## src/rtl/ahb_slave_bridge.sv

```systemverilog
// ---------------------------------------------------------------------------
// ahb_slave_bridge
//
// Purpose:
//   AHB-Lite slave front end that decodes three address windows and turns
//   accepted AHB transfers into simple register-block strobes. Reads take
//   one wait state (rdata is captured into HRDATA). Writes complete with no
//   wait states. Unmapped, oversized or misaligned transfers get the
//   two-cycle AHB ERROR response.
//
// Ports:
//   HCLK        - sole clock
//   HRESET      - synchronous active-high reset
//   HSEL        - slave select
//   HADDR       - address-phase address
//   HTRANS      - transfer type (bit 1 set = NONSEQ/SEQ)
//   HWRITE      - 1 = write
//   HSIZE       - transfer size (0 = byte, 1 = half, 2 = word)
//   HWDATA      - write data, valid in the data phase
//   HREADY      - bus-wide ready
//   HRDATA      - read data returned to the master
//   HREADYOUT   - slave ready
//   HRESP       - 1 = ERROR
//   addr        - latched register address
//   wdata       - write data to the register blocks
//   ren / wen   - read / write strobes
//   addr_valid1..3 - window 1..3 hit, qualified by a strobe
//   rdata       - muxed read data from the rdata arbiter
// ---------------------------------------------------------------------------
module ahb_slave_bridge #(
  parameter logic [31:0] BASE1    = 32'h8000_0000,
  parameter logic [31:0] BASE2    = 32'h8000_1000,
  parameter logic [31:0] BASE3    = 32'h8000_2000,
  parameter int          WIN_BITS = 12
) (
  input  logic        HCLK,
  input  logic        HRESET,
  input  logic        HSEL,
  input  logic [31:0] HADDR,
  input  logic [1:0]  HTRANS,
  input  logic        HWRITE,
  input  logic [2:0]  HSIZE,
  input  logic [31:0] HWDATA,
  input  logic        HREADY,
  output logic [31:0] HRDATA,
  output logic        HREADYOUT,
  output logic        HRESP,
  output logic [31:0] addr,
  output logic [31:0] wdata,
  output logic        ren,
  output logic        wen,
  output logic        addr_valid1,
  output logic        addr_valid2,
  output logic        addr_valid3,
  input  logic [31:0] rdata
);

  typedef enum logic [2:0] {
    IDLE,
    RD_WAIT,
    RD_DONE,
    WR,
    ERR1,
    ERR2
  } state_t;

  state_t      state_q;
  logic        hreadyOut_q;
  logic        hresp_q;
  logic        ren_q;
  logic        wen_q;
  logic [2:0]  addrValid_q;
  logic [31:0] hrdata_q;
  logic [31:0] addr_q;

  logic        accept_d;
  logic        hit1_d;
  logic        hit2_d;
  logic        hit3_d;
  logic [2:0]  winSel_d;
  logic        misaligned_d;
  logic        error_d;

  // HTRANS[1] alone separates NONSEQ/SEQ from IDLE/BUSY
  logic        unusedHtrans0;
  assign unusedHtrans0 = HTRANS[0];

  // Address-phase decode. The window choice and error verdict are taken
  // here and carried into the data phase through the FSM state and the
  // registered addr_valid vector, so HWRITE/HSIZE need no separate copy.
  assign accept_d = HSEL & HREADY & HTRANS[1];
  assign hit1_d   = (HADDR[31:WIN_BITS] == BASE1[31:WIN_BITS]);
  assign hit2_d   = (HADDR[31:WIN_BITS] == BASE2[31:WIN_BITS]);
  assign hit3_d   = (HADDR[31:WIN_BITS] == BASE3[31:WIN_BITS]);
  // Overlapping windows resolve with window 1 highest priority
  assign winSel_d = hit1_d ? 3'b001 :
                    hit2_d ? 3'b010 :
                    hit3_d ? 3'b100 : 3'b000;

  // Alignment rule depends on the transfer size
  always_comb begin
    misaligned_d = 1'b0;
    case (HSIZE)
      3'd1:    misaligned_d = HADDR[0];
      3'd2:    misaligned_d = |HADDR[1:0];
      default: misaligned_d = 1'b0;
    endcase
  end

  assign error_d = (winSel_d == 3'b000) | (HSIZE > 3'd2) | misaligned_d;

  // Single FSM register block. Every output is registered alongside the
  // next state so the data-phase cycle sees clean, glitch-free strobes.
  // An accepted transfer always wins, which gives back-to-back operation
  // out of IDLE, RD_DONE, WR and ERR2.
  always_ff @(posedge HCLK) begin
    if (HRESET) begin
      state_q     <= IDLE;
      hreadyOut_q <= 1'b1;
      hresp_q     <= 1'b0;
      ren_q       <= 1'b0;
      wen_q       <= 1'b0;
      addrValid_q <= 3'b000;
      hrdata_q    <= 32'h0;
      addr_q      <= 32'h0;
    end else begin
      if (state_q == RD_WAIT) begin
        hrdata_q <= rdata;
      end
      if (accept_d) begin
        addr_q <= HADDR;
        if (error_d) begin
          state_q     <= ERR1;
          hreadyOut_q <= 1'b0;
          hresp_q     <= 1'b1;
          ren_q       <= 1'b0;
          wen_q       <= 1'b0;
          addrValid_q <= 3'b000;
        end else if (!HWRITE) begin
          state_q     <= RD_WAIT;
          hreadyOut_q <= 1'b0;
          hresp_q     <= 1'b0;
          ren_q       <= 1'b1;
          wen_q       <= 1'b0;
          addrValid_q <= winSel_d;
        end else begin
          state_q     <= WR;
          hreadyOut_q <= 1'b1;
          hresp_q     <= 1'b0;
          ren_q       <= 1'b0;
          wen_q       <= 1'b1;
          addrValid_q <= winSel_d;
        end
      end else begin
        hreadyOut_q <= 1'b1;
        ren_q       <= 1'b0;
        wen_q       <= 1'b0;
        addrValid_q <= 3'b000;
        case (state_q)
          RD_WAIT: begin
            state_q <= RD_DONE;
            hresp_q <= 1'b0;
          end
          ERR1: begin
            state_q <= ERR2;
            hresp_q <= 1'b1;
          end
          default: begin
            state_q <= IDLE;
            hresp_q <= 1'b0;
          end
        endcase
      end
    end
  end

  assign HRDATA      = hrdata_q;
  assign HREADYOUT   = hreadyOut_q;
  assign HRESP       = hresp_q;
  assign addr        = addr_q;
  assign wdata       = HWDATA;
  assign ren         = ren_q;
  assign wen         = wen_q;
  assign addr_valid1 = addrValid_q[0];
  assign addr_valid2 = addrValid_q[1];
  assign addr_valid3 = addrValid_q[2];

endmodule

```

## config.mk

```make
export PLATFORM = sky130hd
export DESIGN_NAME = ahb_slave_bridge
export DESIGN_NICKNAME = d
export VERILOG_FILES = /design/src/rtl/ahb_slave_bridge.sv
export SDC_FILE = /design/constraint.sdc
export NUM_CORES = 1
export LEC_CHECK = 0
export ABC_AREA = 0
export CELL_PAD_IN_SITES_DETAIL_PLACEMENT = 1
export CELL_PAD_IN_SITES_GLOBAL_PLACEMENT = 1
export CORE_MARGIN = 4
export CORE_UTILIZATION = 23
export DETAILED_ROUTE_END_ITERATION = 8
export MAX_ROUTING_LAYER = met4
export PLACE_DENSITY_LB_ADDON = 0.25
export SYNTH_ARGS = -nofsm -noshare
export SYNTH_HDL_FRONTEND = slang
export SYNTH_SLANG_ARGS = --single-unit
```

## constraint.sdc

```tcl
create_clock -name HCLK -period 1.8 [get_ports HCLK]
set_input_delay 0.36 -clock HCLK [delete_from_list [all_inputs] [get_ports HCLK]]
set_output_delay 0.36 -clock HCLK [all_outputs]
set_load 0.1 [all_outputs]
```

* After elaboration in Yosys (flattened, before gate mapping)
Index checks and enable logic that the tools add are counted.
Storage, ports and cells: register bits after elaboration 74, latch bits 0, bits in writable memories 0, bits in read-only memories 0, bits of input ports 106, output and inout port bits 103, logic and storage cells 39, memories kept 0
Operators by class: $add $sub $neg 0, $mul 0, divide/modulo/power cells 0, $lt $le $gt $ge 1, eq/ne operators 7, shifts and indexed selects 0, muxes and demuxes 14, bitwise logic cells 5, reduce and logical (&&, ||, !) cells 4
Operators by type and width (count):
- $eq 20x20->1 const B | 3
- $mux 3 | 5
- $eq 3x1->1 const B | 2
- $mux 1 | 6
- $pmux 3 s2 | 1
- $reduce_or 2->1 | 2
- $eq 3x2->1 const B | 1
- $eq 3x3->1 const B | 1
- $gt 3x2->1 const B | 1
- $logic_not 3->1 | 1
- $reduce_or 3->1 | 1
- $and 1x1->1 | 2
- $mux 2 | 1
- $or 1x1->1 | 2
- $pmux 1 s2 | 1
- $not 1->1 | 1

* Logic depth before layout (Yosys ltp)
depth after elaboration 9, mapped depth 6

* Least setup slack after synthesis
No wires, ideal clock.
path type input to register, from input port HRESET, to register addrValid_q[0], data arrival time 1.290 ns, setup slack 0.437 ns, stages on the path 6, cell sequence buf_6 and4b_1 buf_2 nand2_2 nor4_4 nor3b_2
On the way: longest elaborated chain between the ends 1
Ends and longest elaborated chain:
- start, declared | RTL line 37 | input logic HRESET,
- $reduce_or 3->1 (no line)
- end signal, assigned | RTL line 145 | addrValid_q <= winSel_d;
- end signal, assigned | RTL line 152 | addrValid_q <= winSel_d;
- end, declared | RTL line 72 | logic [2:0] addrValid_q;
Every way passes these cells. A chain may end at the register's enable or synchronous reset.

* Worst setup path in the final report
from input port HADDR[30], to register addrValid_q[0]
On the way: longest elaborated chain between the ends 8
Ends and longest elaborated chain:
- start, declared | RTL line 39 | input logic [31:0] HADDR,
- $eq 20x20->1 | RTL line 94 | assign hit3_d = (HADDR[31:WIN_BITS] == BASE3[31:WIN_BITS]);
- $mux 3 | RTL line 98 | hit3_d ? 3'b100 : 3'b000;
- $mux 3 | RTL line 97 | hit2_d ? 3'b010 :
- $mux 3 (*) | RTL line 96 | assign winSel_d = hit1_d ? 3'b001 :
- $logic_not 3->1 | RTL line 110 | assign error_d = (winSel_d == 3'b000) | (HSIZE > 3'd2) | misaligned_d;
- $or 1x1->1 (2 in series) | RTL line 110
- $reduce_or 3->1 (no line)
Every way passes the cells marked *; elsewhere a longest branch is shown, timed or not.

==> run_results.csv <==
group,metric,value,unit
synthesis,synth_top_area_share,53.1,%
synthesis,synth_seq_cells,74,
worst_setup_path,start_kind,"input port",
worst_setup_path,cp-end-kind,"register",
routing,routed_via_density,4.43,
power_and_ir_drop,powerDensity,854,nW/um2
layout,layout-drive-gt1-share,29.6,%
worst_setup_path,cp_num_buf_inv,1,
placement,gp_congestion,0.755,
clock_tree,h-tree-depth,3,
floorplanning,fp.dieH,118,um
synthesis,syn_area,2790,um2
clock_tree,cts_sinks,74,
clock_tree,post_cts_buffers,0,
floorplanning,dieArea,14000,um2
worst_setup_path,worst-path-max-fanout,7,
timing,max_slew_margin,52.0,%
timing,clock.fmax,612,MHz
timing,setup_viol,0,
synthesis,ys_types,28,
routing,drc,0,
timing,hold_violations,0,
routing,wl_met1,3540,um
synthesis,synthFlopType,"dfxtp_1",
worst_setup_path,critPathKind,"in2reg",
grt,grt_overflow_total,0,
layout,fin_area,5350,um2
min_path,hold_path.class,"reg2reg",
synthesis,syn-num-nets,390,
clock_tree,clk_latency,0.33,ns
routing,route.top_layer_used,"met4",
placement,placed_area,5000,um2
floorplanning,start_util,23.9,%
clock_tree,ctsResizeCount,0,
floorplanning,ios,209,
timing,min_period_over_period,90.7,%
grt,grt_first_pass_wirelength,14500,um
synthesis,async_flop_share,0,%
layout,area_growth,91.5,%
synthesis,ys_seq_area_share,53.1,%
worst_setup_path,cp_top_family,"simple AND/OR/NAND/NOR gates",
synthesis,synth_cells,284,
routing,drt-initial-drc-count,58,
power_and_ir_drop,peakVddDrop,0.477,mV
worst_setup_path,cpMaxStageDelayCell,"clkdlybuf4s50_1",
placement,dp.cells,542,
grt,grt_max_degree,33,
worst_setup_path,slowest_delay,0.46,ns
job,cap_violations,0,
routing,wire_per_inst,16.0,um
synthesis,avgSynthCellArea,9.83,um2
layout,layout_commonest_cell,"dfxtp_1",
clock_tree,cts_buffer_depth,2,
layout,fin_cells,558,
timing,worst_pin_slew,0.720,ns
power_and_ir_drop,p_leak,2.05,nW
worst_setup_path,required,2.06,ns
routing,route.met2.wl,4300,um
clock_tree,clk_pin_slew,0.06,ns
synthesis,ys_warn_count,0,
floorplanning,core-area,11700,um2
routing,dr_wl_met3,983,um
placement,io_buffers,143,
routing,first_pass_iters,4,
timing,maxSlewViolCount,0,
routing,drt-total-wl,8910,um
clock_tree,cts_tree,"yes",
clock_tree,cts-buffers-inserted,9,
clock_tree,ctsHoldBuffers,0,
floorplanning,fp.dieW,118,um
outcome,status,"complete, no violations",
floorplanning,fp-row-count,39,
timing,clock_skew,0.00474,ns
worst_setup_path,cp.arrival,1.90,ns
clock_tree,ctsRootBufferMaster,"clkbuf_16",
synthesis,yosysTopAreaCell,"dfxtp_1",
power_and_ir_drop,finalPower,0.00457,W
worst_setup_path,path_cells,"clkdlybuf4s50_1 > nor4b_4 > nand2_2 > nor4_4 > nor3b_2",
grt,grt_use_total,13.5,%
synthesis,synth_edf_count,0,
layout,diodes,0,
layout,final_cell_mix,"74 x dfxtp_1, 73 x buf_12, 72 x clkdlybuf4s50_1",
routing,via_count,2473,
timing,rsz0062_at_grt,"false",
placement,dp_hpwl,6750,um
grt,antenna_found_initial,0,
timing,fin_crit,1.63,ns
routing,antenna_left,0,
grt,grt_pass1_vias,2738,
layout,final_nets,516,
synthesis,synth_area_leaders,"dfxtp_1 53%, a22o_1 9.7%, nand2_1 8.9%, buf_4 8.6%, a21oi_1 5.9%",
path summary, 6_finish.rpt:
path / start / end / slack [ns] / depth (start not counted)
min reg2reg: HRDATA[21]$_SDFFE_PP0P_ / HRDATA[21]$_SDFFE_PP0P_ / 0.49 / 2
max: HADDR[30] / addrValid_q[0]$_SDFF_PP0_ / 0.17 / 5
max reg2reg: state_q[1]$_SDFF_PP0_ / HRDATA[14]$_SDFFE_PP0P_ / 0.27 / 3
min: HRDATA[21]$_SDFFE_PP0P_ / HRDATA[21]$_SDFFE_PP0P_ / 0.49 / 2
tightest hold or removal path, stage by stage (launching register included):
cell and delay [ns]:
dfxtp_1 0.33, nand2_1 0.06, a21oi_1 0.05
cell families after synthesis:
family                 Yosys count  share of synthesized area [%]
flip-flops                      74                           53.1
AO/OA/AOI/OAI                   71                           17.7
buffers and inverters           51                           11.9
AND/OR/NAND/NOR                 88                           17.4
cell type report:
| cell class | count | area [um2] |
|---|---|---|
| Fill cell | 1239 | 6320 |
| Timing Repair Buffer | 165 | 2330 |
| Sequential cell | 74 | 1480 |
| Multi-Input combinational cell | 159 | 1000 |
| Clock buffer | 13 | 280 |
| Tap cell | 143 | 179 |
| Clock inverter | 3 | 68.8 |
| Inverter | 1 | 3.75 |
cell usage after synthesis, types with 2 or more instances:
cell type  instances
a22o_1            31
buf_4             32
nand2_2            2
clkbuf_1           7
and3b_1            3
nor3b_2            2
nor4_4             3
a21oi_1           33
o21bai_1           2
nand2_1           66
a21o_1             2
dfxtp_1           74
buf_2             10
nor2_1             2
and3_1             2
where the power goes:
| group | switching, W | internal [W] | total, W |
|---|---|---|---|
| registers | 0.0000452 | 0.00168 | 0.00173 |
| logic | 0.000435 | 0.000355 | 0.000790 |
| clock network | 0.000681 | 0.00137 | 0.00205 |
| total | 0.00116 | 0.00340 | 0.00457 |
layer usage:
layer	vias to the layer above	GRT usage (%)
met5	-	-
met4	0	2.78
met3	11	8.02
met2	110	21.4
met1	1158	14.6
li1	1194	-
state kept, by name (all words and copies together), names as in the netlist:
| signal | flops |
|---|---|
| ren | 1 |
| addr | 32 |
| HRDATA | 32 |
| addrValid_q | 3 |
| state_q | 3 |
| wen | 1 |
| HRESP | 1 |
| HREADYOUT | 1 |
metrics by stage:
stage / TNS (ns) / setup WS, ns / hold WS [ns] / utilization [%]
after detailed placement: -2.89 / -0.213 / 0.487 / 42.8
after global placement: -1.87 / -0.181 / 0.479 / 42.8
after CTS: 0 / 0.140 / 0.497 / 45.8
after global routing: 0 / 0.0493 / 0.504 / 45.8
final: 0 / 0.167 / 0.493 / 45.8
after floorplan: 0 / 0.437 / 0.429 / -
(Power assumes the default switching activity.)
==> edit 1, RTL diff (config.mk and constraints unchanged) <==
Change the parameter `WIN_BITS` from 12 to 18.
--- a/src/rtl/ahb_slave_bridge.sv
+++ b/src/rtl/ahb_slave_bridge.sv
@@ -31,7 +31,7 @@
   parameter logic [31:0] BASE1    = 32'h8000_0000,
   parameter logic [31:0] BASE2    = 32'h8000_1000,
   parameter logic [31:0] BASE3    = 32'h8000_2000,
-  parameter int          WIN_BITS = 12
+  parameter int          WIN_BITS = 18
 ) (
   input  logic        HCLK,
   input  logic        HRESET,
Function: changed (Yosys sat finds a counterexample within 4 cycles, from zero or initial values and one cycle with HRESET high).
==> edit 1 against the unedited design <==
  * Routed wire length decreased by 7.2%
  * Total power decreased by 6.6%
  * Clock power decreased by 12%
  * Non-clock buffer count decreased by 15
  * Setup slack improved by 0.081 ns
  * Area after synthesis decreased by 4.8%
  * Final area decreased by 5.8%
  * Sequential cell count decreased by 2
  * Core utilization decreased by 0.36 points
  * Critical endpoint is now state_q[2]
  * Largest power group unchanged
==> edit 1: results (changes against the unedited design) <==
- The count of nets after finishing is 496 (-3.9%).
- The worst-path cell with the longest stage delay is or4_4.
- The run finished with clean final reports.
- The first-pass GRT wire length is 13.00 mm (-10%).
- The worst endpoint data arrival time was 1.77 ns (-0.13 ns).
- The total routing resource utilization after global routing came to 12.88% (-0.58 points).
- The final worst clock skew is 0.01152 ns (+0.006785 ns).
- The switching power share of the total is 27.63% (+2.2 points).
- The post-place setup slack came to -0.3373 ns (-0.1244 ns).
- The final routed wire length divided by cell count is 15.45 um (-3.2%).
- The met2 usage is 18.56% (-2.8 points).
- The fill cell instance count of the final layout is 1176 (-5.1%).
- The fraction of layout instances using a drive strength above 1 is 26.08% (-3.6 points).
- Clock tree synthesis selected as its root buffer the cell clkbuf_16.
- By area the synthesized netlist is led by dfxtp_1 54%, a22o_1 11%, buf_4 9.6%.
- The highest fanout seen on the critical path was 8 (+1).
- The DRC violation total after the first TritonRoute iteration is 79 (+36%).
- The number of distinct library cells after synthesis is 23 (-18%).
- The via-per-instance ratio came to 4.385 (-1.1%).
- The number of global-route vias before repair is 2482 (-9.3%).
- The count of buffers inserted at the top-level ports came to 141 (-1.4%).
- The share of synthesized area occupied by flip-flops and latches came to 54.24% (+1.2 points).
- The worst-skew pair later-pin latency is 0.33 ns (about the same).
- The min-delay analysis places its worst path in the category in2reg.
- The post-route worst setup slack is 0.2470 ns (+0.08053 ns).
- The global-route met1 utilization came to 15.67% (+1.1 points).
- The register-to-register setup slack was 0.56 ns (+0.29 ns).
- The area share of the largest cell type after synthesis is 54.24% (+1.2 points).
- The detailed-placement wirelength estimate is 6.273 mm (-7.1%).
- The worst stage delay on the critical path is 0.55 ns (+0.09 ns).
- The most common flop cell mapped by yosys is dfxtp_1.
- The last weighted congestion value of the routability-driven placer is 0.6895 (-8.6%).
- The worst IR drop on VDD came to 0.4759 mV (-0.21%).
- The leakage component of the power is 1.916 nW (-6.4%).
- The final-layout worst hold slack is 0.3000 ns (-0.1926 ns).
- The global-route track usage on met3 is 6.632% (-1.4 points).
- By count the netlist is led by 72 x dfxtp_1, 67 x nand2_1, 34 x buf_4, 33 x a21oi_1, 32 x a22o_1.
[edit 1: what timing repair did]
item                                   CTS  global route
buffers inserted                         0             0
endpoints found under the hold margin    0             0
setup endpoints to repair                0             2
resized for setup                        0             4
hold buffers                             0             0
[edit 1: power groups by stage]
stage                     sequential (mW)  clock (mW)  combinational, mW
after CTS                            1.68        1.88              0.783
after detailed placement             1.72           0              0.781
after floorplan                      1.98           0              0.446
final                                1.68        1.81              0.773
after global routing                 1.69        1.95              0.808
after global placement               1.72           0              0.776
[edit 1: layout make-up]
class / instances / area, sq um / share of cell area, %
timing repair buffer: 150 / 2205 / 43.77
clock buffer: 10 / 239.0 / 4.744
tap: 140 / 175.2 / 3.477
inverter: 1 / 3.754 / 0.07452
sequential: 72 / 1441 / 28.61
multi-input combinational: 156 / 905.9 / 17.98
clock inverter: 6 / 67.56 / 1.341
[edit 1: worst reg2reg max path, cell delays in order, from the launching register on]
cell	delay, ns
dfxtp_1	0.31
nor2_1	0.12
and2_1	0.16
buf_4	0.32
nand2_1	0.12
a21oi_1	0.13
[edit 1: cell families (layout without fill, tap and decap cells)]
kind of cell / after synthesis / count (layout) / share of synthesized area, %
AND/OR/NAND/NOR: 82 / 82 / 14.17
AO/OA/AOI/OAI: 72 / 72 / 19.30
flip-flops: 72 / 72 / 54.24
buffers and inverters: 52 / 167 / 12.15
other: 1 / 2 / 0.1411
[edit 1: through the flow]
stage	instances	area, sq um	total power, mW	utilization, %
floorplan	280	2661	2.430	-
global placement	519	4721	2.491	42.61
detailed placement	519	4721	2.498	42.61
CTS	535	5027	4.346	45.38
global route	535	5037	4.445	45.47
finish	535	5037	4.265	45.47
[edit 1: path summary, 6_finish.rpt]
check | startpoint | end | cells after the start
max reg2reg | state_q[2] | HRDATA[20] | 5
max | HADDR[27] | state_q[2] | 5
min reg2reg | HRDATA[7] | HRDATA[7] | 2
min | HADDR[25] | addr[25] | 2
[edit 1: per-layer routing]
layer	part of all wire (%)	routed length [um]
met1	44	3644
met2	43	3565
met4	1.1	94
met5	0	0
met3	12	960
==> edit 2, RTL diff (config.mk and constraints unchanged) <==
Without the edit above. Make the reset (`HRESET`) asynchronous in one clocked block. Comments in the files are not updated.
--- a/src/rtl/ahb_slave_bridge.sv
+++ b/src/rtl/ahb_slave_bridge.sv
@@ -113,7 +113,7 @@
   // next state so the data-phase cycle sees clean, glitch-free strobes.
   // An accepted transfer always wins, which gives back-to-back operation
   // out of IDLE, RD_DONE, WR and ERR2.
-  always_ff @(posedge HCLK) begin
+  always_ff @(posedge HCLK or posedge HRESET) begin
     if (HRESET) begin
       state_q     <= IDLE;
       hreadyOut_q <= 1'b1;
Function: differs if HRESET is asserted again (counterexample within 4 cycles, from zero or initial values and one cycle with HRESET high); with HRESET held inactive, the same outputs for 10 cycles.
==> edit 2 against the unedited design <==
  * Routed wire length is 6.8% lower
  * Sequential share of layout area is 5.1 points higher
  * Final area is 5.6% higher
  * Sequential cell count stayed put
  * Synthesized cell count is 27% lower
  * Die area is 9.3% higher
  * Area after synthesis is 10% higher
  * Setup slack worse by 0.054 ns
Power is not compared: it rests on default switching activity, and its combinational part moved more than twofold at a synthesized area within 25%.
==> edit 2: results (changes against the unedited design) <==
- The startpoint of the most critical register-to-register path is state_q[2].
- The non-clock buffer contribution to total cell area came to 40.97% (-2.7 points).
- The final worst clock skew is 0.003349 ns (-0.001390 ns).
- The number of buffers created by CTS came to 9 (unchanged).
- The headroom to the max-slew limit is 77.91% (+26 points).
- In the synthesized netlist the dominant register cell turns out to be dfrtp_1.
- The number of global-route vias before repair is 2415 (-12%).
- The met1 routed wirelength after detailed routing came to 3.238 mm (-8.6%).
- The capturing instance or port of the critical path is addrValid_q[0].
- The number of cells after detailed placement is 499 (-7.9%).
- The run finished with clean final reports.
- The multiplexer share of the synthesized area is 23.47% (+23 points).
- The fraction of layout instances using a drive strength above 1 was 39.07% (+9.4 points).
- The origin of the worst setup path is HADDR[31].
- The number of distinct library cells after synthesis is 23 (-18%).
- The number of multi-input combinational cells was 93 (-42%).
- The number of non-filler instances in the completed layout is 515 (-7.7%).
- The met2 usage is 17.33% (-4.0 points).
- The count of plain and timing-repair buffers in the layout is 159 (-3.6%).
- The clock-cell share of area is 5.431% (-1.1 points).
- The last weighted congestion value of the routability-driven placer is 0.7145 (-5.3%).
- The detailed route wirelength on metal3 is 1.170 mm (+19%).
- The highest fanout seen on the critical path is 8 (+1).
- The global-route met1 utilization is 12.83% (-1.8 points).
- The total routing resource utilization after global routing was 11.88% (-1.6 points).
- In the post-synthesis netlist, the biggest area contributors are dfrtp_1 59%, mux2_1 15%, mux2_2 8.1%.
- The post-place setup slack was -0.3182 ns (-0.1052 ns).
- Sorting the synthesized cells by how often they occur yields 73 x dfrtp_1, 42 x mux2_1, 32 x buf_4, 22 x mux2_2, 6 x buf_2.
- The antenna diode count is 0 (unchanged).
- The share of the clock period used by the worst path is 93.73% (+3.0 points).
- The async set-reset flop share out of synthesis is 100.0% (+100 points).
- The proportion of cell area occupied by registers was 32.83% (+5.1 points).
- The area used by multi-input combinational logic is 949.7 sq um (-5.0%).
- In this run the critical register-to-register path is captured at HRDATA[17].
- The first-pass GRT wire length is 13.12 mm (-9.5%).
- The register-to-register setup slack is 0.40 ns (+0.13 ns).
- The fraction of the mapped netlist area in compound gates came to 1.100% (-17 points).
- The DRC violation total after the first TritonRoute iteration is 70 (+21%).
- The count of nets after finishing is 444 (-14%).
- The average cell area after synthesis is 14.83 sq um (+51%).
- The final routed wire length divided by cell count came to 16.11 um (+0.94%).
- The share of synthesized area occupied by flip-flops and latches came to 60.35% (+7.3 points).
- The worst endpoint data arrival time came to 1.94 ns (+0.04 ns).
- The worst hold path belongs to the class in2async.
- The via-per-instance ratio is 4.150 (-6.4%).
- The total length of routed met2 wires was 3.720 mm (-14%).
- The top cell family by delay on the critical path is buffers and inverters.
- The fill cell instance count of the final layout is 1279 (+3.2%).
- The detailed-placement wirelength estimate came to 6.641 mm (-1.6%).
- The global-route track usage on met3 came to 7.274% (-0.75 points).
- The number of clock buffers in the layout came to 12 (-1).
-- edit 2: cell types whose count changed in the layout (fill, tap and decap cells not counted), sizes merged, moves of 3 or more --
cell | before | now
buf | 93 | 87
clkinvlp | 0 | 3
mux2 | 0 | 64
dfrtp | 0 | 73
dfxtp | 74 | 0
nand2 | 68 | 5
a21oi | 33 | 1
a22o | 32 | 0
-- edit 2: stage by stage --
step / power (mW) / hold WS [ns] / area, sq um
floorplan: 7.320 / 0.4222 / 3074
global placement: 9.937 / 0.5343 / 5334
finish: 11.73 / 0.3468 / 5644
detailed placement: 10.02 / 0.5421 / 5334
CTS: 11.91 / 0.3408 / 5640
global route: 12.17 / 0.3762 / 5644
-- edit 2: timing repair --
action,in CTS,in global routing
gates resized for setup,0,1
endpoints found under the setup margin,0,2
endpoints found under the hold margin,0,0
-- edit 2: where the power goes --
part           internal [mW]  total (mW)  switching, mW
clock network           1.15        1.83          0.682
logic                   2.61        7.13           4.52
registers               2.23        2.78          0.551
